==> config.mk <==
export PLATFORM = sky130hd
export DESIGN_NAME = spi_cache_ctrl_fsm
export DESIGN_NICKNAME = d
export VERILOG_FILES = /design/src/rtl/spi_cache_ctrl_fsm.sv
export SDC_FILE = /design/constraint.sdc
export NUM_CORES = 1
export LEC_CHECK = 0
export CAP_MARGIN = 10
export CORE_AREA = 2 2 112 71
export CTS_CLUSTER_DIAMETER = 50
export DETAILED_ROUTE_END_ITERATION = 8
export DIE_AREA = 0 0 114 73
export PLACE_DENSITY_LB_ADDON = 0.15
export SYNTH_ARGS = -nofsm -noshare
export SYNTH_HDL_FRONTEND = slang
export SYNTH_SLANG_ARGS = --single-unit
export TNS_END_PERCENT = 5
==> constraint.sdc <==
create_clock -name clk -period 3 [get_ports clk]
set_clock_uncertainty 0.05 [all_clocks]
set_input_delay 0.45 -clock clk [delete_from_list [all_inputs] [get_ports clk]]
set_output_delay 0.45 -clock clk [all_outputs]
set_load 0.1 [all_outputs]
==> src/rtl/spi_cache_ctrl_fsm.sv <==
// Read-miss controller for a SPI-flash backed cache: device init with timeout,
// tag lookup, line fill from the SPI engine, response pulse and full invalidate.
module spi_cache_ctrl_fsm #(
    parameter int ADDR_W       = 24,
    parameter int LINE_WORDS   = 4,
    parameter int NUM_LINES    = 64,
    parameter int INIT_TIMEOUT = 1024
) (
    input  logic                          clk,
    input  logic                          rst,
    input  logic                          init_done_i,
    output logic                          init_mode_o,
    output logic                          init_err_o,
    input  logic                          flush_req_i,
    output logic                          flush_busy_o,
    input  logic                          req_valid_i,
    output logic                          req_ready_o,
    input  logic [ADDR_W-1:0]             req_addr_i,
    output logic [ADDR_W-1:0]             lk_addr_o,
    input  logic                          lookup_hit_i,
    output logic                          spi_start_o,
    output logic [ADDR_W-1:0]             spi_addr_o,
    input  logic                          spi_word_valid_i,
    output logic                          fill_we_o,
    output logic [$clog2(LINE_WORDS)-1:0] fill_word_o,
    output logic                          tag_we_o,
    output logic                          inv_we_o,
    output logic [$clog2(NUM_LINES)-1:0]  inv_idx_o,
    output logic                          rsp_valid_o
);

    // state  | meaning
    // INIT   | waiting for SPI device init, timeout counter running
    // IDLE   | accepting requests, or launching a pending flush
    // LOOKUP | tag compare on lk_addr
    // FILL   | line read in progress, one data-array write per SPI word
    // RESP   | one-cycle response pulse
    // FLUSH  | invalidating every line, one per cycle

    localparam int WORD_W = $clog2(LINE_WORDS);
    localparam int LINE_W = $clog2(NUM_LINES);
    localparam int OFF_W  = $clog2(LINE_WORDS * 4);
    localparam int CNT_W  = ($clog2(INIT_TIMEOUT) > 16) ? $clog2(INIT_TIMEOUT) : 16;

    localparam logic [CNT_W-1:0]  CNT_LAST  = CNT_W'(INIT_TIMEOUT - 1);
    localparam logic [WORD_W-1:0] WORD_LAST = WORD_W'(LINE_WORDS - 1);
    localparam logic [LINE_W-1:0] LINE_LAST = LINE_W'(NUM_LINES - 1);

    typedef enum logic [2:0] {
        S_INIT   = 3'd0,
        S_IDLE   = 3'd1,
        S_LOOKUP = 3'd2,
        S_FILL   = 3'd3,
        S_RESP   = 3'd4,
        S_FLUSH  = 3'd5
    } state_t;

    state_t              state_q, state_d;
    logic [CNT_W-1:0]    init_cnt_q, init_cnt_d;
    logic                init_err_q, init_err_d;
    logic                flush_pend_q, flush_pend_d;
    logic [ADDR_W-1:0]   lk_addr_q, lk_addr_d;
    logic [WORD_W-1:0]   word_cnt_q, word_cnt_d;
    logic [LINE_W-1:0]   inv_cnt_q, inv_cnt_d;
    logic                fill_started_q, fill_started_d;

    logic flush_pend;
    logic timeout_hit;
    logic accept;
    logic word_in;
    logic last_word;

    // A flush request arriving in IDLE is treated like one already pending.
    assign flush_pend  = flush_pend_q | flush_req_i;
    assign timeout_hit = (state_q == S_INIT) && !init_done_i && (init_cnt_q == CNT_LAST);
    assign accept      = (state_q == S_IDLE) && !flush_pend && req_valid_i;
    assign word_in     = (state_q == S_FILL) && spi_word_valid_i;
    assign last_word   = word_in && (word_cnt_q == WORD_LAST);

    always_ff @(posedge clk) begin
        if (rst) state_q <= S_INIT;
        else     state_q <= state_d;
    end

    always_comb begin
        state_d = state_q;
        case (state_q)
            S_INIT:   if (init_done_i) state_d = S_IDLE;
            S_IDLE: begin
                if (flush_pend)       state_d = S_FLUSH;
                else if (req_valid_i) state_d = S_LOOKUP;
            end
            S_LOOKUP: state_d = lookup_hit_i ? S_RESP : S_FILL;
            S_FILL:   if (last_word) state_d = S_RESP;
            S_RESP:   state_d = S_IDLE;
            S_FLUSH:  if (inv_cnt_q == LINE_LAST) state_d = S_IDLE;
            default:  state_d = S_INIT;
        endcase
    end

    always_comb begin
        init_cnt_d     = '0;
        init_err_d     = init_err_q | timeout_hit;
        flush_pend_d   = flush_pend;
        lk_addr_d      = accept ? req_addr_i : lk_addr_q;
        word_cnt_d     = '0;
        inv_cnt_d      = '0;
        fill_started_d = (state_q == S_FILL);
        if (state_q == S_INIT)
            init_cnt_d = (init_cnt_q == CNT_LAST) ? init_cnt_q : init_cnt_q + CNT_W'(1);
        if (state_q == S_IDLE && flush_pend)
            flush_pend_d = 1'b0;
        if (state_q == S_FILL)
            word_cnt_d = last_word ? '0 : (word_in ? word_cnt_q + WORD_W'(1) : word_cnt_q);
        if (state_q == S_FLUSH)
            inv_cnt_d = inv_cnt_q + LINE_W'(1);
    end

    always_ff @(posedge clk) begin
        if (rst) begin
            init_cnt_q     <= '0;
            init_err_q     <= 1'b0;
            flush_pend_q   <= 1'b0;
            lk_addr_q      <= '0;
            word_cnt_q     <= '0;
            inv_cnt_q      <= '0;
            fill_started_q <= 1'b0;
        end else begin
            init_cnt_q     <= init_cnt_d;
            init_err_q     <= init_err_d;
            flush_pend_q   <= flush_pend_d;
            lk_addr_q      <= lk_addr_d;
            word_cnt_q     <= word_cnt_d;
            inv_cnt_q      <= inv_cnt_d;
            fill_started_q <= fill_started_d;
        end
    end

    // Strobes are gated by rst so a reset landing mid-FILL/FLUSH writes nothing.
    always_comb begin
        init_mode_o  = 1'b0;
        init_err_o   = 1'b0;
        flush_busy_o = 1'b0;
        req_ready_o  = 1'b0;
        spi_start_o  = 1'b0;
        fill_we_o    = 1'b0;
        tag_we_o     = 1'b0;
        inv_we_o     = 1'b0;
        rsp_valid_o  = 1'b0;
        if (rst) begin
            init_mode_o = 1'b1;
        end else begin
            init_err_o = init_err_q | timeout_hit;
            case (state_q)
                S_INIT: init_mode_o = 1'b1;
                S_IDLE: req_ready_o = !flush_pend;
                S_FILL: begin
                    spi_start_o = !fill_started_q;
                    fill_we_o   = spi_word_valid_i;
                    tag_we_o    = last_word;
                end
                S_RESP: rsp_valid_o = 1'b1;
                S_FLUSH: begin
                    flush_busy_o = 1'b1;
                    inv_we_o     = 1'b1;
                end
                default: ;
            endcase
        end
    end

    assign lk_addr_o   = lk_addr_q;
    assign spi_addr_o  = {lk_addr_q[ADDR_W-1:OFF_W], {OFF_W{1'b0}}};
    assign fill_word_o = word_cnt_q;
    assign inv_idx_o   = inv_cnt_q;

endmodule

==> results.txt, run 1 <==
Syn Std Cell Area: 2460 µm²
Power per Cell Area: 565 nW/µm²
pin count of the biggest net entering global routing: 28
class of the tightest hold or removal check: register to register
type of the setup path with the least slack: register to output port
pins over their slew limit: 0
Final Util: 46.2%
routed via count: 2191
# placed instances: 456
die boundary width: 114 µm
result of the run: completed
# resized after CTS: 0
count of buffers inserted at the top-level ports: 91
vias per cell: 4.72
Top FF cell, synth: dfxtp_1
synth unique cells: 42
total number of clock tree sinks: 54
Root Driver: clkbuf_16
number of flip-flops and latches in the synthesized netlist: 54
Overall Global Routing Usage: 13.9%
required time of the critical path: 2.50 ns
main area contributors after synthesis: dfxtp_1, nand2_1, a21oi_1
GP Congestion: 0.722
GR Util met2: 20.0%
residual DRC count: 0
final-stage net count: 403
average size of a mapped cell: 8.11 µm²
shortest clock period the worst path allows after layout: 2.62 ns
# fillers: 736
global routing usage on met1: 20.5%
number of antenna violations at the first check in global routing: 0
Yosys top cell area share: 43.9%
met3 demand-to-capacity share in global routing: 3.82%
Post-synth EDFFs: 0
I/O pin cnt: 96
sum of overflow across all layers after global routing: 0
post-detailed-route wirelength per cell: 12.2 µm
final setup violation count: 0
detailed-route wire length: 5640 µm
dominant cell by count in the synthesized netlist: nand2_1
maximum resistive drop on vdd: 0.280 mV
Layout area overhead: 39.4%
Hold Slack: 0.406 ns
number of warnings printed during yosys synthesis: 0
element type at the critical path start: register
Max-Cap Viols: 0
setup slack on the worst flop-to-flop path: 1.17 ns
starting density of the core: 33.1%
total clock buffers created by CTS: 5
maximum clock rate: 381 MHz
type of element capturing the critical path: output port
total design power: 1.94 mW
largest buffer count on any clock path: 2
maximum fanout count along the critical path: 9
async set or reset register ratio after synthesis: 0%
reported leakage power: 1.36 nW
share of post-route cells with drive strength above 1: 23.0%
setup repair after global routing missed its margin: false
final std cells w/o fill: 464
DPL Wire Length: 4130 µm
number of DRC violations after detailed-routing iteration 0: 59
most common library cells after synthesis: nand2_1, dfxtp_1, a21oi_1
Synth Instances: 304
Detail Route Antenna Nets: 0
biggest area consumer among synthesized cells: dfxtp_1
global-route wire length before repair: 9290 µm
die outline height: 73 µm
area of the core: 7440 µm²
arrival time at the worst endpoint: 2.12 ns
postcts setup bufs: 0
Worst-path clk slew: 0.07 ns
clock tree from TritonCTS: built
via count of the first global-routing pass: 1997
overall die area: 8320 µm²
peak-usage layer in the global routing report: met1
Detailed Routing Iterations Pass 1: 4
final sum of negative setup slack: 0 ns
count of hold buffers inserted by post-cts repair: 0
insertion delay to the later sink of the worst-skew pair: 0.29 ns
maximum level of the CTS H-tree: 2
sequential element share of the synthesized area: 43.9%
count of final hold-check violations: 0
slew of the pin with the lowest slew margin: 0.651 ns
ratio of final minimum period to clock period: 87.4%
worst relative slew slack: 56.2%
total inserted antenna cells: 0
Rows: 25
cell families after synthesis:
family | Yosys count | share of synthesized area, %
other | 1 | 0.152
AND/OR/NAND/NOR | 133 | 27.3
buffers and inverters | 45 | 11.5
adder cells (fa/ha/maj) | 3 | 1.52
AO/OA/AOI/OAI | 63 | 13.9
flip-flops | 54 | 43.9
XOR/XNOR | 5 | 1.78
worst max-delay path: stages (launching register included):
cell and delay (ns):
dfxtp_1 0.36, ha_1 0.26, and3_1 0.25, and4_1 0.40
a21oi_1 0.11, nor2_1 0.24, buf_12 0.21
state kept, by name (all words and copies together), names as in the netlist:
name and count:
init_cnt_q 16, flush_pend_q 1, init_err_q 1, fill_word_o 2, inv_idx_o 6, fill_started_q 1
state_q 3, lk_addr_o 24
layout by cell type (no fill, tap or decap), types with 3 or more instances in the layout:
cell and n:
dfxtp_1 54, and2_1 3, xnor2_1 4, nor3_1 5
conb_1 4, clkdlybuf4s50_1 30, o21ai_0 11, clkbuf_16 5
nand3_1 6, or3_1 7, or4_1 3, nand2_1 63
ha_1 3, buf_12 9, and3_1 5, a21oi_1 42
inv_1 4, buf_4 57, nand4_1 4, o211ai_1 3
nor2_1 17
final cells by class:
cell class                      instances  area, µm²  share of cell area, %
Multi-Input combinational cell        208       1120                   32.6
Sequential cell                        54       1080                   31.5
Timing Repair Buffer                   96        908                   26.4
Clock buffer                            5        125                   3.64
Tap cell                               94        118                   3.42
Clock inverter                          3       68.8                   2.00
Inverter                                4       15.0                  0.437
final timing paths:
kind                              start                    endpoint  cells past startpoint
max          init_cnt_q[0]$_SDFFE_PP0P_                  init_err_o                      6
min           lk_addr_o[3]$_SDFFE_PP0P_   lk_addr_o[3]$_SDFFE_PP0P_                      2
max reg2reg  init_cnt_q[0]$_SDFFE_PP0P_  init_cnt_q[3]$_SDFFE_PP0P_                      5
min reg2reg   lk_addr_o[3]$_SDFFE_PP0P_   lk_addr_o[3]$_SDFFE_PP0P_                      2
report_power, final:
| group | leakage [nW] | switching (mW) | internal [mW] | total, mW |
|---|---|---|---|---|
| logic | 0.829 | 0.306 | 0.125 | 0.432 |
| clock network | 0.0940 | 0.257 | 0.479 | 0.737 |
| registers | 0.437 | 0.0321 | 0.741 | 0.773 |
| total | 1.36 | 0.596 | 1.35 | 1.94 |
per-layer routing:
metal | wire length (µm) | share of wire (%)
met3 | 392 | 6.9
met2 | 2210 | 39
met1 | 2980 | 53
met5 | 0 | 0
met4 | 58 | 1.0
stage by stage:
stage                     worst slack [ns]  area [µm²]
final                                0.379        3440
after global routing                 0.201        3440
after CTS                            0.354        3440
after detailed placement             0.626        3240
after global placement               0.667        3240
after floorplan                    -0.0155        2480
No activity file was read; power rests on OpenSTA's default activity.
==> run 2, diff against run 1 <==
- CAP_MARGIN: 10 -> 0
- CORE_AREA: 2 2 112 71 -> 2 2 97 62
- DIE_AREA: 0 0 114 73 -> 0 0 99 64
==> results.txt, run 2 (same netlist as run 1, synthesis figures left out) <==
GP Congestion: 0.838 (+16%)
routed via count: 2180 (-0.50%)
total number of clock tree sinks: 54 (unchanged)
residual DRC count: 0 (unchanged)
postcts setup bufs: 0 (unchanged)
# resized after CTS: 0 (unchanged)
insertion delay to the later sink of the worst-skew pair: 0.30 ns (about the same)
global-route wire length before repair: 9000 µm (-3.1%)
GR Util met2: 23.6% (+3.7 points)
element type at the critical path start: register
maximum clock rate: 382 MHz (about the same)
pin count of the biggest net entering global routing: 29 (+3.6%)
count of buffers inserted at the top-level ports: 91 (unchanged)
Rows: 21 (-16%)
number of antenna violations at the first check in global routing: 0 (unchanged)
total clock buffers created by CTS: 5 (unchanged)
worst relative slew slack: 61.0% (+4.8 points)
min setup slack post-route: 0.381 ns (+0.00259 ns)
die outline height: 64 µm (-12%)
count of hold buffers inserted by post-cts repair: 0 (unchanged)
starting density of the core: 45.8% (+13 points)
Detail Route Antenna Nets: 0 (unchanged)
launching point of the worst reg2reg path: state_q[0]$_SDFFE_PP0P_
die boundary width: 99 µm (-13%)
placed cell areas: 3200 µm² (-1.2%)
reported leakage power: 1.31 nW (-3.5%)
via count of the first global-routing pass: 1894 (-5.2%)
Power per Cell Area: 493 nW/µm² (-13%)
DPL Wire Length: 4160 µm (+0.65%)
largest buffer count on any clock path: 2 (unchanged)
final sum of negative setup slack: 0 ns (unchanged)
class of the tightest hold or removal check: register to register
number of DRC violations after detailed-routing iteration 0: 48 (-19%)
share of post-route cells with drive strength above 1: 22.8% (-0.21 points)
slew of the pin with the lowest slew margin: 0.580 ns (-0.0707 ns)
final std cells w/o fill: 438 (-5.6%)
final setup violation count: 0 (unchanged)
commonest non-fill, non-tap cells in the layout: nand2_1, buf_4, dfxtp_1
number of flip-flops in the largest register: 24 (unchanged)
maximum fanout count along the critical path: 9 (unchanged)
Max-Cap Viols: 0 (unchanged)
pins over their slew limit: 0 (unchanged)
# placed instances: 430 (-5.7%)
shortest clock period the worst path allows after layout: 2.62 ns (-0.00259 ns)
Worst-path clk slew: 0.10 ns (+0.03 ns)
clock tree from TritonCTS: built
Overall Global Routing Usage: 17.5% (+3.6 points)
area of the core: 5390 µm² (-28%)
setup repair after global routing missed its margin: false
Layout area overhead: 34.1%
global routing usage on met1: 26.9% (+6.4 points)
detailed-route wire length: 5480 µm (-2.9%)
result of the run: completed
type of element capturing the critical path: output port
sum of overflow across all layers after global routing: 0 (unchanged)
most common cell after layout, fill and taps aside: nand2_1
met3 demand-to-capacity share in global routing: 4.92% (+1.1 points)
Worst Hold Launch: lk_addr_o[0]$_SDFFE_PP0P_
Detailed Routing Iterations Pass 1: 4 (unchanged)
ratio of final minimum period to clock period: 87.3% (about the same)
Hold Slack: 0.410 ns (+0.00315 ns)
total design power: 1.63 mW (-16%)
required time of the critical path: 2.50 ns (about the same)
peak-usage layer in the global routing report: met1
area of all placed cells without fillers: 3300 µm² (-3.9%)
I/O pin cnt: 96 (unchanged)
final-stage net count: 402 (-0.25%)
Critical Path Start: init_cnt_q[0]$_SDFFE_PP0P_
overall die area: 6340 µm² (-24%)
maximum resistive drop on vdd: 0.277 mV (-1.3%)
post-detailed-route wirelength per cell: 12.5 µm (+2.9%)
Place WS: 0.614 ns (-0.0120 ns)
Final Util: 61.3% (+15 points)
arrival time at the worst endpoint: 2.12 ns (about the same)
vias per cell: 4.98 (+5.4%)
type of the setup path with the least slack: register to output port
maximum level of the CTS H-tree: 2 (unchanged)
Root Driver: clkbuf_8
total inserted antenna cells: 0 (unchanged)
count of final hold-check violations: 0 (unchanged)
-- run 2: worst paths after layout --
path | to | slack [ns] | cells past startpoint
setup / recovery | init_err_o | 0.38 | 6
hold reg to reg | lk_addr_o[0]$_SDFFE_PP0P_ | 0.41 | 2
hold / removal | lk_addr_o[0]$_SDFFE_PP0P_ | 0.41 | 2
setup reg to reg | lk_addr_o[8]$_SDFFE_PP0P_ | 1.04 | 5
-- run 2: power by group --
part           switching [mW]  total, mW  internal, mW
clock                   0.239      0.430         0.191
sequential             0.0329      0.774         0.741
combinational           0.303      0.426         0.123
total                   0.576       1.63          1.05
-- run 2: routing by layer --
metal	vias to the layer above	share of wire (%)	wire (µm)
li1	1137	-	-
met1	967	52	2860
met2	72	40	2170
met3	4	7.5	409
met4	0	0.77	42
met5	-	0	0
-- run 2: layout make-up --
type,count,area (µm²)
well taps,69,86.3
clock inverters,2,17.5
clock buffers,6,82.6
flip-flops and latches,54,1080
multi-input cells,208,1120
inverters,4,15.0
repair buffers,95,901
fillers,463,2080
-- run 2: worst max-delay path, cell delays in order, from the launching register on --
cell,delay [ns]
dfxtp_1,0.37
ha_1,0.26
and3_1,0.24
and4_1,0.39
a21oi_1,0.11
nor2_1,0.23
buf_12,0.21
==> run 3, diff against run 2 <==
- GPL_TIMING_DRIVEN: not set -> 0
- SKIP_CTS_REPAIR_TIMING: not set -> 1
==> results.txt, run 3 (same netlist as run 1, synthesis figures left out) <==
result of the run: completed
Worst-path clk slew: 0.10 ns (about the same)
post-detailed-route wirelength per cell: 12.6 µm (+0.69%)
count of final hold-check violations: 0 (unchanged)
total clock buffers created by CTS: 5 (unchanged)
Rows: 21 (unchanged)
pin count of the biggest net entering global routing: 18 (-38%)
starting density of the core: 45.8% (unchanged)
Root Driver: clkbuf_8
GP Congestion: 0.833 (-0.60%)
area of all placed cells without fillers: 3560 µm² (+7.9%)
total inserted antenna cells: 0 (unchanged)
pins over their slew limit: 0 (unchanged)
count of buffers inserted at the top-level ports: 90 (-1.1%)
insertion delay to the later sink of the worst-skew pair: 0.31 ns (about the same)
required time of the critical path: 2.50 ns (about the same)
worst relative slew slack: 33.2% (-28 points)
DPL Wire Length: 4500 µm (+8.2%)
ratio of final minimum period to clock period: 91.0% (+3.7 points)
total number of clock tree sinks: 54 (unchanged)
number of DRC violations after detailed-routing iteration 0: 66 (+38%)
routed via count: 2325 (+6.7%)
Overall Global Routing Usage: 19.1% (+1.7 points)
cell family with the largest share of critical-path delay: buffers and inverters
via count of the first global-routing pass: 2126 (+12%)
ordered list of cells on the worst path: ha_1, and3_1, and4_1, buf_6, a21oi_1, nor2_1, clkbuf_2
number of buffer and inverter instances along the worst setup path: 2 (+1)
final setup violation count: 0 (unchanged)
slew of the pin with the lowest slew margin: 0.999 ns (+0.419 ns)
total internal power: 1.13 mW (+6.8%)
number of antenna violations at the first check in global routing: 0 (unchanged)
number of flip-flops in the largest register: 24 (unchanged)
final-stage net count: 438 (+9.0%)
switching pwr: 0.583 mW (+1.3%)
shortest clock period the worst path allows after layout: 2.73 ns (+0.111 ns)
overall die area: 6340 µm² (unchanged)
portion of total power attributed to combinational logic: 26.8% (+0.7 points)
arrival time at the worst endpoint: 2.23 ns (+0.11 ns)
die outline height: 64 µm (unchanged)
largest buffer count on any clock path: 2 (unchanged)
setup repair after global routing missed its margin: false
placed cell areas: 3470 µm² (+8.4%)
class of the tightest hold or removal check: register to register
sw frac: 34.1% (-1.2 points)
die boundary width: 99 µm (unchanged)
vias per cell: 4.91 (-1.4%)
maximum clock rate: 366 MHz (-4.1%)
detailed-route wire length: 5970 µm (+9.0%)
global-route wire length before repair: 9830 µm (+9.2%)
share of power burned in the clock network: 28.7% (+2.3 points)
# fillers: 448 (-3.2%)
total design power: 1.71 mW (+4.9%)
clock tree from TritonCTS: built
element type at the critical path start: register
slowest CP cell: clkbuf_2
Power per Cell Area: 480 nW/µm² (-2.8%)
most common cell after layout, fill and taps aside: clkdlybuf4s50_1
area of the core: 5390 µm² (unchanged)
Layout area overhead: 44.6%
maximum resistive drop on vdd: 0.277 mV (about the same)
I/O pin cnt: 96 (unchanged)
Max-Cap Viols: 0 (unchanged)
reported leakage power: 1.38 nW (+4.8%)
residual DRC count: 0 (unchanged)
maximum level of the CTS H-tree: 2 (unchanged)
maximum fanout count along the critical path: 9 (unchanged)
type of element capturing the critical path: output port
part of the power in registers: 44.5% (-3.0 points)
type of the setup path with the least slack: register to output port
Detail Route Antenna Nets: 0 (unchanged)
Detailed Routing Iterations Pass 1: 4 (unchanged)
share of post-route cells with drive strength above 1: 13.8% (-8.9 points)
sum of overflow across all layers after global routing: 0 (unchanged)
commonest non-fill, non-tap cells in the layout: clkdlybuf4s50_1, nand2_1, dfxtp_1
Max stage delay on crit path: 0.48 ns (+0.09 ns)
Hold Slack: 0.408 ns (-0.00130 ns)
run 3: cell count changes in the layout (fill, tap and decap cells not counted), sizes merged:
cell | previous run | this run
buf | 65 | 32
clkinv | 2 | 1
clkdlybuf4s50 | 30 | 81
dlymetal6s2s | 0 | 3
clkbuf | 6 | 20
bufinv | 0 | 1
inv | 4 | 5
run 3: worst min-delay path: stages (launching register included):
cell and delay, ns:
dfxtp_1 0.32, nand2_1 0.05, a21oi_1 0.05
run 3: per-stage QoR:
stage / setup TNS [ns] / util (%) / cells / worst slack [ns]
2_1_floorplan: -0.0155 / - / 307 / -0.0155
5_1_grt: 0 / 66.2 / 474 / 0.0734
3_5_place_dp: -0.148 / 64.5 / 466 / -0.148
6_report: 0 / 66.2 / 474 / 0.270
3_3_place_gp: -0.169 / 64.5 / 466 / -0.169
4_1_cts: -1.84 / 66.6 / 474 / -0.421
run 3: path summary, 6_finish.rpt:
check,slack [ns],start,cells after the start,end
max,0.27,init_cnt_q[0]$_SDFFE_PP0P_,7,init_err_o
min,0.41,lk_addr_o[1]$_SDFFE_PP0P_,2,lk_addr_o[1]$_SDFFE_PP0P_
max reg2reg,1.16,init_cnt_q[0]$_SDFFE_PP0P_,6,init_cnt_q[3]$_SDFFE_PP0P_
min reg2reg,0.41,lk_addr_o[1]$_SDFFE_PP0P_,2,lk_addr_o[1]$_SDFFE_PP0P_
run 3: power groups by stage:
stage / Combinational (mW) / Clock (mW) / Sequential, mW
floorplan: 0.255 / 0 / 0.860
global placement: 0.454 / 0 / 0.776
detailed placement: 0.457 / 0 / 0.777
CTS: 0.460 / 0.503 / 0.761
global route: 0.483 / 0.529 / 0.765
finish: 0.457 / 0.491 / 0.761
run 3: final cells by class:
cell class                      instances  area, µm²  area share [%]
Clock buffer                            5       68.8            1.93
Multi-Input combinational cell        208       1120            31.4
Sequential cell                        54       1080            30.3
Timing Repair Buffer                   90        881            24.7
Clock inverter                          3       43.8            1.23
Buffer                                 41        268            7.51
Tap cell                               69       86.3            2.42
Inverter                                4       15.0           0.421
run 3: routing by layer:
metal  routed length [µm]  GRT usage (%)  part of all wire, %
met5                    0              0                    0
met1                 3000           27.8                   50
met4                   44           4.11                 0.74
met3                  466           6.24                  7.8
met2                 2460           27.6                   41
